$ cat src/rtl/cond_flags_reg_if.sv
// Bus bundle between the ALU flag generators/consumer and cond_flags_reg.
interface cond_flags_reg_if #(
  parameter int N = 32
);
  logic [N-1:0] result;
  logic         cout_i;
  logic         vflag_i;
  logic [3:0]   alucontrol;
  logic         flag_we;
  logic [3:0]   cond;
  logic         push;
  logic         pop;
  logic [3:0]   nzcv;
  logic         cond_pass;
  logic         stack_empty;
  logic         stack_full;
  logic         stack_err;

  modport master (
    output result, cout_i, vflag_i, alucontrol, flag_we, cond, push, pop,
    input  nzcv, cond_pass, stack_empty, stack_full, stack_err
  );

  modport slave (
    input  result, cout_i, vflag_i, alucontrol, flag_we, cond, push, pop,
    output nzcv, cond_pass, stack_empty, stack_full, stack_err
  );
endinterface

$ cat src/rtl/cond_flags_reg.sv
// NZCV flag register with condition evaluation and a LIFO of saved flag words.
// Define COND_BYPASS_EN to forward same-cycle new flags into cond_pass.
module cond_flags_reg #(
  parameter int N     = 32,
  parameter int DEPTH = 4
) (
  input logic            clk,
  input logic            rst,
  cond_flags_reg_if.slave bus
);
  localparam int AW = (DEPTH > 1) ? $clog2(DEPTH) : 1;
  localparam int CW = $clog2(DEPTH) + 1;

  typedef enum logic [3:0] {
    CC_EQ = 4'h0, CC_NE = 4'h1, CC_CS = 4'h2, CC_CC = 4'h3,
    CC_MI = 4'h4, CC_PL = 4'h5, CC_VS = 4'h6, CC_VC = 4'h7,
    CC_HI = 4'h8, CC_LS = 4'h9, CC_GE = 4'hA, CC_LT = 4'hB,
    CC_GT = 4'hC, CC_LE = 4'hD, CC_AL = 4'hE, CC_NV = 4'hF
  } cond_e;

  logic [3:0]    nzcv;
  logic [3:0]    nzcv_new;
  logic [3:0]    nzcv_nxt;
  logic [3:0]    stack [DEPTH];
  logic [CW-1:0] count;
  logic [CW-1:0] count_nxt;
  logic          at_full;
  logic          at_empty;
  logic          push_ok;
  logic          pop_ok;
  logic          err_ev;
  logic          err;
  logic          empty;
  logic          full;
  logic [3:0]    eval_flags;
  logic [AW-1:0] wr_idx;
  logic [AW-1:0] rd_idx;

  function automatic logic cond_eval(input logic [3:0] c, input logic [3:0] f);
    logic n, z, cy, v;
    {n, z, cy, v} = f;
    case (cond_e'(c))
      CC_EQ:   return z;
      CC_NE:   return !z;
      CC_CS:   return cy;
      CC_CC:   return !cy;
      CC_MI:   return n;
      CC_PL:   return !n;
      CC_VS:   return v;
      CC_VC:   return !v;
      CC_HI:   return cy && !z;
      CC_LS:   return !cy || z;
      CC_GE:   return n == v;
      CC_LT:   return n != v;
      CC_GT:   return !z && (n == v);
      CC_LE:   return z || (n != v);
      CC_AL:   return 1'b1;
      default: return 1'b0;
    endcase
  endfunction

  always_comb begin
    nzcv_new[3] = bus.result[N-1];
    nzcv_new[2] = (bus.result == '0);
    nzcv_new[1] = bus.alucontrol[1] ? nzcv[1] : bus.cout_i;
    nzcv_new[0] = bus.alucontrol[1] ? nzcv[0] : bus.vflag_i;
  end

  always_comb begin
    at_full  = (count == CW'(DEPTH));
    at_empty = (count == '0);
    push_ok  = bus.push && !bus.pop && !at_full;
    pop_ok   = bus.pop && !bus.push && !at_empty;
    err_ev   = (bus.push && bus.pop) || (bus.push && at_full) || (bus.pop && at_empty);
    wr_idx   = count[AW-1:0];
    rd_idx   = AW'(count - 1'b1);

    count_nxt = count;
    if (push_ok)     count_nxt = count + 1'b1;
    else if (pop_ok) count_nxt = count - 1'b1;

    nzcv_nxt = nzcv;
    if (pop_ok)           nzcv_nxt = stack[rd_idx];
    else if (bus.flag_we) nzcv_nxt = nzcv_new;
  end

  always_ff @(posedge clk) begin
    if (rst) begin
      nzcv  <= '0;
      count <= '0;
      err   <= 1'b0;
      empty <= 1'b1;
      full  <= 1'b0;
    end else begin
      nzcv  <= nzcv_nxt;
      count <= count_nxt;
      err   <= err || err_ev;
      empty <= (count_nxt == '0);
      full  <= (count_nxt == CW'(DEPTH));
    end
  end

  // Stack storage needs no reset: the count alone defines which entries are live.
  always_ff @(posedge clk) begin
    if (!rst && push_ok) stack[wr_idx] <= nzcv;
  end

  always_comb begin
`ifdef COND_BYPASS_EN
    eval_flags = (bus.flag_we && !pop_ok) ? nzcv_new : nzcv;
`else
    eval_flags = nzcv;
`endif
  end

  assign bus.cond_pass   = cond_eval(bus.cond, eval_flags);
  assign bus.nzcv        = nzcv;
  assign bus.stack_empty = empty;
  assign bus.stack_full  = full;
  assign bus.stack_err   = err;
endmodule

$ cat src/flat_wrapper.sv
// flat-port wrapper written by rule: the top's interface ports become plain ports
module cond_flags_reg_flat 
#(
  parameter int N     = 32,
  parameter int DEPTH = 4
)
  (clk, rst, bus_result, bus_cout_i, bus_vflag_i, bus_alucontrol, bus_flag_we, bus_cond, bus_push, bus_pop, bus_nzcv, bus_cond_pass, bus_stack_empty, bus_stack_full, bus_stack_err);
  cond_flags_reg_if #(.N(N)) bus_i ();
  input logic clk;
  input logic rst;
  input wire logic [$bits(bus_i.result)-1:0] bus_result;
  input wire logic [$bits(bus_i.cout_i)-1:0] bus_cout_i;
  input wire logic [$bits(bus_i.vflag_i)-1:0] bus_vflag_i;
  input wire logic [$bits(bus_i.alucontrol)-1:0] bus_alucontrol;
  input wire logic [$bits(bus_i.flag_we)-1:0] bus_flag_we;
  input wire logic [$bits(bus_i.cond)-1:0] bus_cond;
  input wire logic [$bits(bus_i.push)-1:0] bus_push;
  input wire logic [$bits(bus_i.pop)-1:0] bus_pop;
  output wire logic [$bits(bus_i.nzcv)-1:0] bus_nzcv;
  output wire logic [$bits(bus_i.cond_pass)-1:0] bus_cond_pass;
  output wire logic [$bits(bus_i.stack_empty)-1:0] bus_stack_empty;
  output wire logic [$bits(bus_i.stack_full)-1:0] bus_stack_full;
  output wire logic [$bits(bus_i.stack_err)-1:0] bus_stack_err;
  assign bus_i.result = bus_result;
  assign bus_i.cout_i = bus_cout_i;
  assign bus_i.vflag_i = bus_vflag_i;
  assign bus_i.alucontrol = bus_alucontrol;
  assign bus_i.flag_we = bus_flag_we;
  assign bus_i.cond = bus_cond;
  assign bus_i.push = bus_push;
  assign bus_i.pop = bus_pop;
  assign bus_nzcv = bus_i.nzcv;
  assign bus_cond_pass = bus_i.cond_pass;
  assign bus_stack_empty = bus_i.stack_empty;
  assign bus_stack_full = bus_i.stack_full;
  assign bus_stack_err = bus_i.stack_err;
  cond_flags_reg #(.N(N), .DEPTH(DEPTH)) u_core (.clk(clk), .rst(rst), .bus(bus_i));
endmodule
$ cat config.mk
export PLATFORM = sky130hd
export DESIGN_NAME = cond_flags_reg_flat
export DESIGN_NICKNAME = d
export VERILOG_FILES = /design/src/rtl/cond_flags_reg_if.sv /design/src/rtl/cond_flags_reg.sv /design/src/flat_wrapper.sv
export SDC_FILE = /design/constraint.sdc
export NUM_CORES = 1
export LEC_CHECK = 0
export CAP_MARGIN = 25
export CORE_ASPECT_RATIO = 1.2
export CORE_UTILIZATION = 40
export DETAILED_ROUTE_END_ITERATION = 7
export GPL_TIMING_DRIVEN = 0
export MAX_ROUTING_LAYER = met4
export PLACE_DENSITY_LB_ADDON = 0.12
export SYNTH_ARGS = -nofsm -noshare
export SYNTH_HDL_FRONTEND = slang
export SYNTH_SLANG_ARGS = --single-unit
$ cat constraint.sdc
create_clock -name clk -period 4.3 [get_ports clk]
set_input_delay 1.29 -clock clk [delete_from_list [all_inputs] [get_ports clk]]
set_output_delay 1.29 -clock clk [all_outputs]
set_load 0.01 [all_outputs]
==> results.yml <==
min_path:
  holdPathEnd: "u_core.bus.stack_err"
  hold_class: "register to register"
  min-delay-start: "u_core.bus.stack_err"
  hold_path_depth: 2
finish:
  final_nets: 223
  final-instance-count-excl-fill: 206
  drive_gt1_share_pct: 8.824
  syn_to_final_growth_pct: 45.27
  final_cell_area_sq_um: 1959
  final_core_util_pct: 62.44
  final_common_cell: "clkdlybuf4s50_1"
  layout_common_cells: "clkdlybuf4s50_1 (47), edfxtp_1 (16), nor2_1 (10), dfxtp_1 (10)"
  fill_cells: 266
  antennaDiodeCount: 0
detailed_routing:
  final_antenna_net_count: 0
  dr.pass1.iters: 4
  vias_per_cell: 5.519
  wl_mm: 3.102
  vias: 1137
  wl_per_cell_um: 15.06
  drtIter0Drc: 29
  drcViolationCount: 0
power:
  sw_frac_of_total_pct: 29.31
  p_int_w: 0.0005472
  p_leak_nw: 0.6998
  power_frac_clock_pct: 21.2
  powerDensity_nw_per_um2: 395.1
  p_sw_w: 0.0002269
  power_frac_comb_pct: 36.6
  ir_worst_vdd_mv: 0.2733
  p_seq_share_pct: 42.2
timing:
  fin_crit_ns: 4.182
  finalHoldViolCount: 0
  maxSlewHeadroom_pct: 45.64
  fin_skew_ns: 0.009358
  rsz0062_at_grt: "no"
  slew_violations: 0
  worst_hold_slack_ns: 0.5482
  setup_viol: 0
  tns_ns: 0
  worst_slew_pin_slew_ns: 0.8092
  fin_crit_sh_pct: 97.27
  fmax_mhz: 239.1
floorplan:
  core_sq_um: 3138
  die_height_um: 65.61
  start_util_pct: 42.98
  dieWidth_um: 55.01
  dieArea_sq_um: 3609
  io_pins: 55
  fp-row-count: 22
run_status:
  status: "finished clean"
worst_setup_path:
  cp_data_required_time_ns: 3.01
  cp.arrival_ns: 2.89
  rrSetupSlack_ns: 1.88
  slowest_delay_ns: 0.56
  r2r_cells: 6
  reg2reg_from: "u_core.count[0]"
  r2r-end: "u_core.stack[3][3]"
  crit_path_cell_trace: "clkdlybuf4s50_1 > nand2b_1 > nor2_1 > a211oi_1 > nor3_1 > a311o_1 > dlygate4sd2_1"
  endpoint_kind: "output pin"
  crit_path_top_delay_cell: "clkdlybuf4s50_1"
  criticalPathCategory: "primary input to output pin"
  cp_num_buf_inv: 2
  path_delay_family: "buffers and inverters"
  path_depth: 7
  crit_path_max_fanout: 6
  cp-start-kind: "primary input"
clocking:
  hold_buffers: 0
  ctsRootBufferMaster: "clkbuf_4"
  cts_buffers: 3
  clk_latency_ns: 0.32
  cts_tree: "done"
  cts.sinks: 26
  cts_max_level: 1
  clk_path_buf_depth: 2
  clk_pin_slew_ns: 0.13
global_routing:
  grt_pass1_wl_mm: 4.899
  grt_pass1_vias: 1167
  grt_overflow: 0
  grt_max_degree: 16
  antenna_found_initial: 0
  grt_usage_pct: 19.51
run:
  drv_cap: 0
yosys:
  yosysWarnings: 0
  synth_cell_type_count: 36
  synth_area_leaders: "edfxtp_1 (36%), dfxtp_1 (15%), mux4_2 (6.7%)"
  ys_ff_latch: 26
  synth_top_cell_by_area: "edfxtp_1"
  ys_seq_area_share_pct: 50.46
  avgSynthCellArea_sq_um: 11.83
  synth_top_area_share_pct: 35.62
  synth_area_sq_um: 1349
  synthesis.instances: 114
  syn_nets: 166
placed_design:
  hpwl_mm: 2.406
  port_buffers: 51
  dp.cells: 201
  postPlaceCellArea_sq_um: 1904
  routabilityCongestion: 0.7982
-- tightest hold or removal path, stage by stage (launching register included) --
cell and delay (ns):
dfxtp_1 0.35, a31oi_1 0.04, a21oi_1 0.12
-- repair_timing --
item	4_1_cts	5_1_grt
setup buffers	1	0
setup endpoints to repair	1	0
gates resized for setup	4	0
hold endpoints to repair	0	0
-- sequential cells by signal (all words and copies together), names as in the netlist --
register,count
u_core.stack,16
u_core.bus.nzcv,4
u_core.count,3
u_core.bus.stack_empty,1
u_core.bus.stack_err,1
u_core.bus.stack_full,1
-- power groups by stage --
stage | Combinational [W] | Sequential [W] | Clock, W
finish | 0.000283 | 0.000326 | 0.000164
global route | 0.000311 | 0.000331 | 0.000176
CTS | 0.000286 | 0.000327 | 0.000166
detailed placement | 0.000283 | 0.000333 | 0
global placement | 0.000277 | 0.000331 | 0
floorplan | 0.000169 | 0.000331 | 0
-- cell usage after synthesis --
| master | count |
|---|---|
| nor4_2 | 1 |
| nor4b_1 | 1 |
| a311oi_1 | 2 |
| or4_1 | 2 |
| nor4_1 | 5 |
| dfxtp_1 | 10 |
| ha_1 | 5 |
| inv_1 | 4 |
| a311o_1 | 1 |
| mux2_4 | 1 |
| o21ai_0 | 3 |
| a32o_1 | 1 |
| nand4_1 | 2 |
| mux4_2 | 4 |
| nand3b_1 | 1 |
| a21oi_1 | 3 |
| nand2b_1 | 4 |
| nand2_1 | 3 |
| clkbuf_1 | 2 |
| a31oi_1 | 1 |
| edfxtp_1 | 16 |
| xnor2_1 | 1 |
| o22ai_2 | 1 |
| nor2_1 | 10 |
| and2_1 | 4 |
| xor2_1 | 3 |
| o21ba_1 | 1 |
| or3b_4 | 1 |
| buf_2 | 2 |
| nand3_1 | 1 |
| nor3_1 | 4 |
| a21boi_1 | 1 |
| nor2b_1 | 3 |
| a211oi_1 | 4 |
| mux2i_1 | 5 |
| a22oi_1 | 1 |
-- layout make-up --
cell class,count,area (sq um),area share [%]
clock buffers,3,22.52,1.149
inverters,4,15.01,0.7663
multi-input cells,80,635.6,32.44
clock inverters,1,30.03,1.533
well taps,36,45.04,2.299
repair buffers,52,513.0,26.18
plain buffers,4,17.52,0.8940
flip-flops and latches,26,680.7,34.74
-- logic make-up (layout without fill, tap and decap cells) --
| logic type | count (synthesis) | count (layout) | synth area share (%) |
|---|---|---|---|
| and+or+nand+nor | 42 | 42 | 17.90 |
| AOI/OAI and AO/OA | 19 | 19 | 10.48 |
| DFF | 26 | 26 | 50.46 |
| muxes | 10 | 10 | 11.50 |
| buffers and inverters | 8 | 64 | 2.412 |
| xor gates and xnor gates | 4 | 4 | 2.598 |
| adders and majority gates | 5 | 5 | 4.638 |
-- worst max path at each step --
stage / to / from
after detailed placement: bus_cond_pass / bus_cond[2]
after CTS: bus_cond_pass / bus_cond[1]
after floorplan: bus_cond_pass / bus_cond[2]
after global routing: bus_cond_pass / bus_cond[1]
final: bus_cond_pass / bus_cond[1]
after global placement: bus_cond_pass / bus_cond[2]
-- metal layers --
layer | vias to the layer above | wire (um) | track usage (%)
li1 | 548 | - | -
met1 | 516 | 1259 | 21.76
met2 | 63 | 1572 | 33.13
met3 | 10 | 204 | 2.778
met4 | 0 | 66 | 9.063
met5 | - | 0 | -
-- per-stage QoR --
step	total power [W]	worst slack, ns
after floorplan	0.0005003	0.9096
after global placement	0.0006073	-0.1252
after detailed placement	0.0006161	-0.1923
after CTS	0.0007786	0.1179
after global routing	0.0008184	0.03669
final	0.0007741	0.1176
No activity file was read; power rests on OpenSTA's default activity.
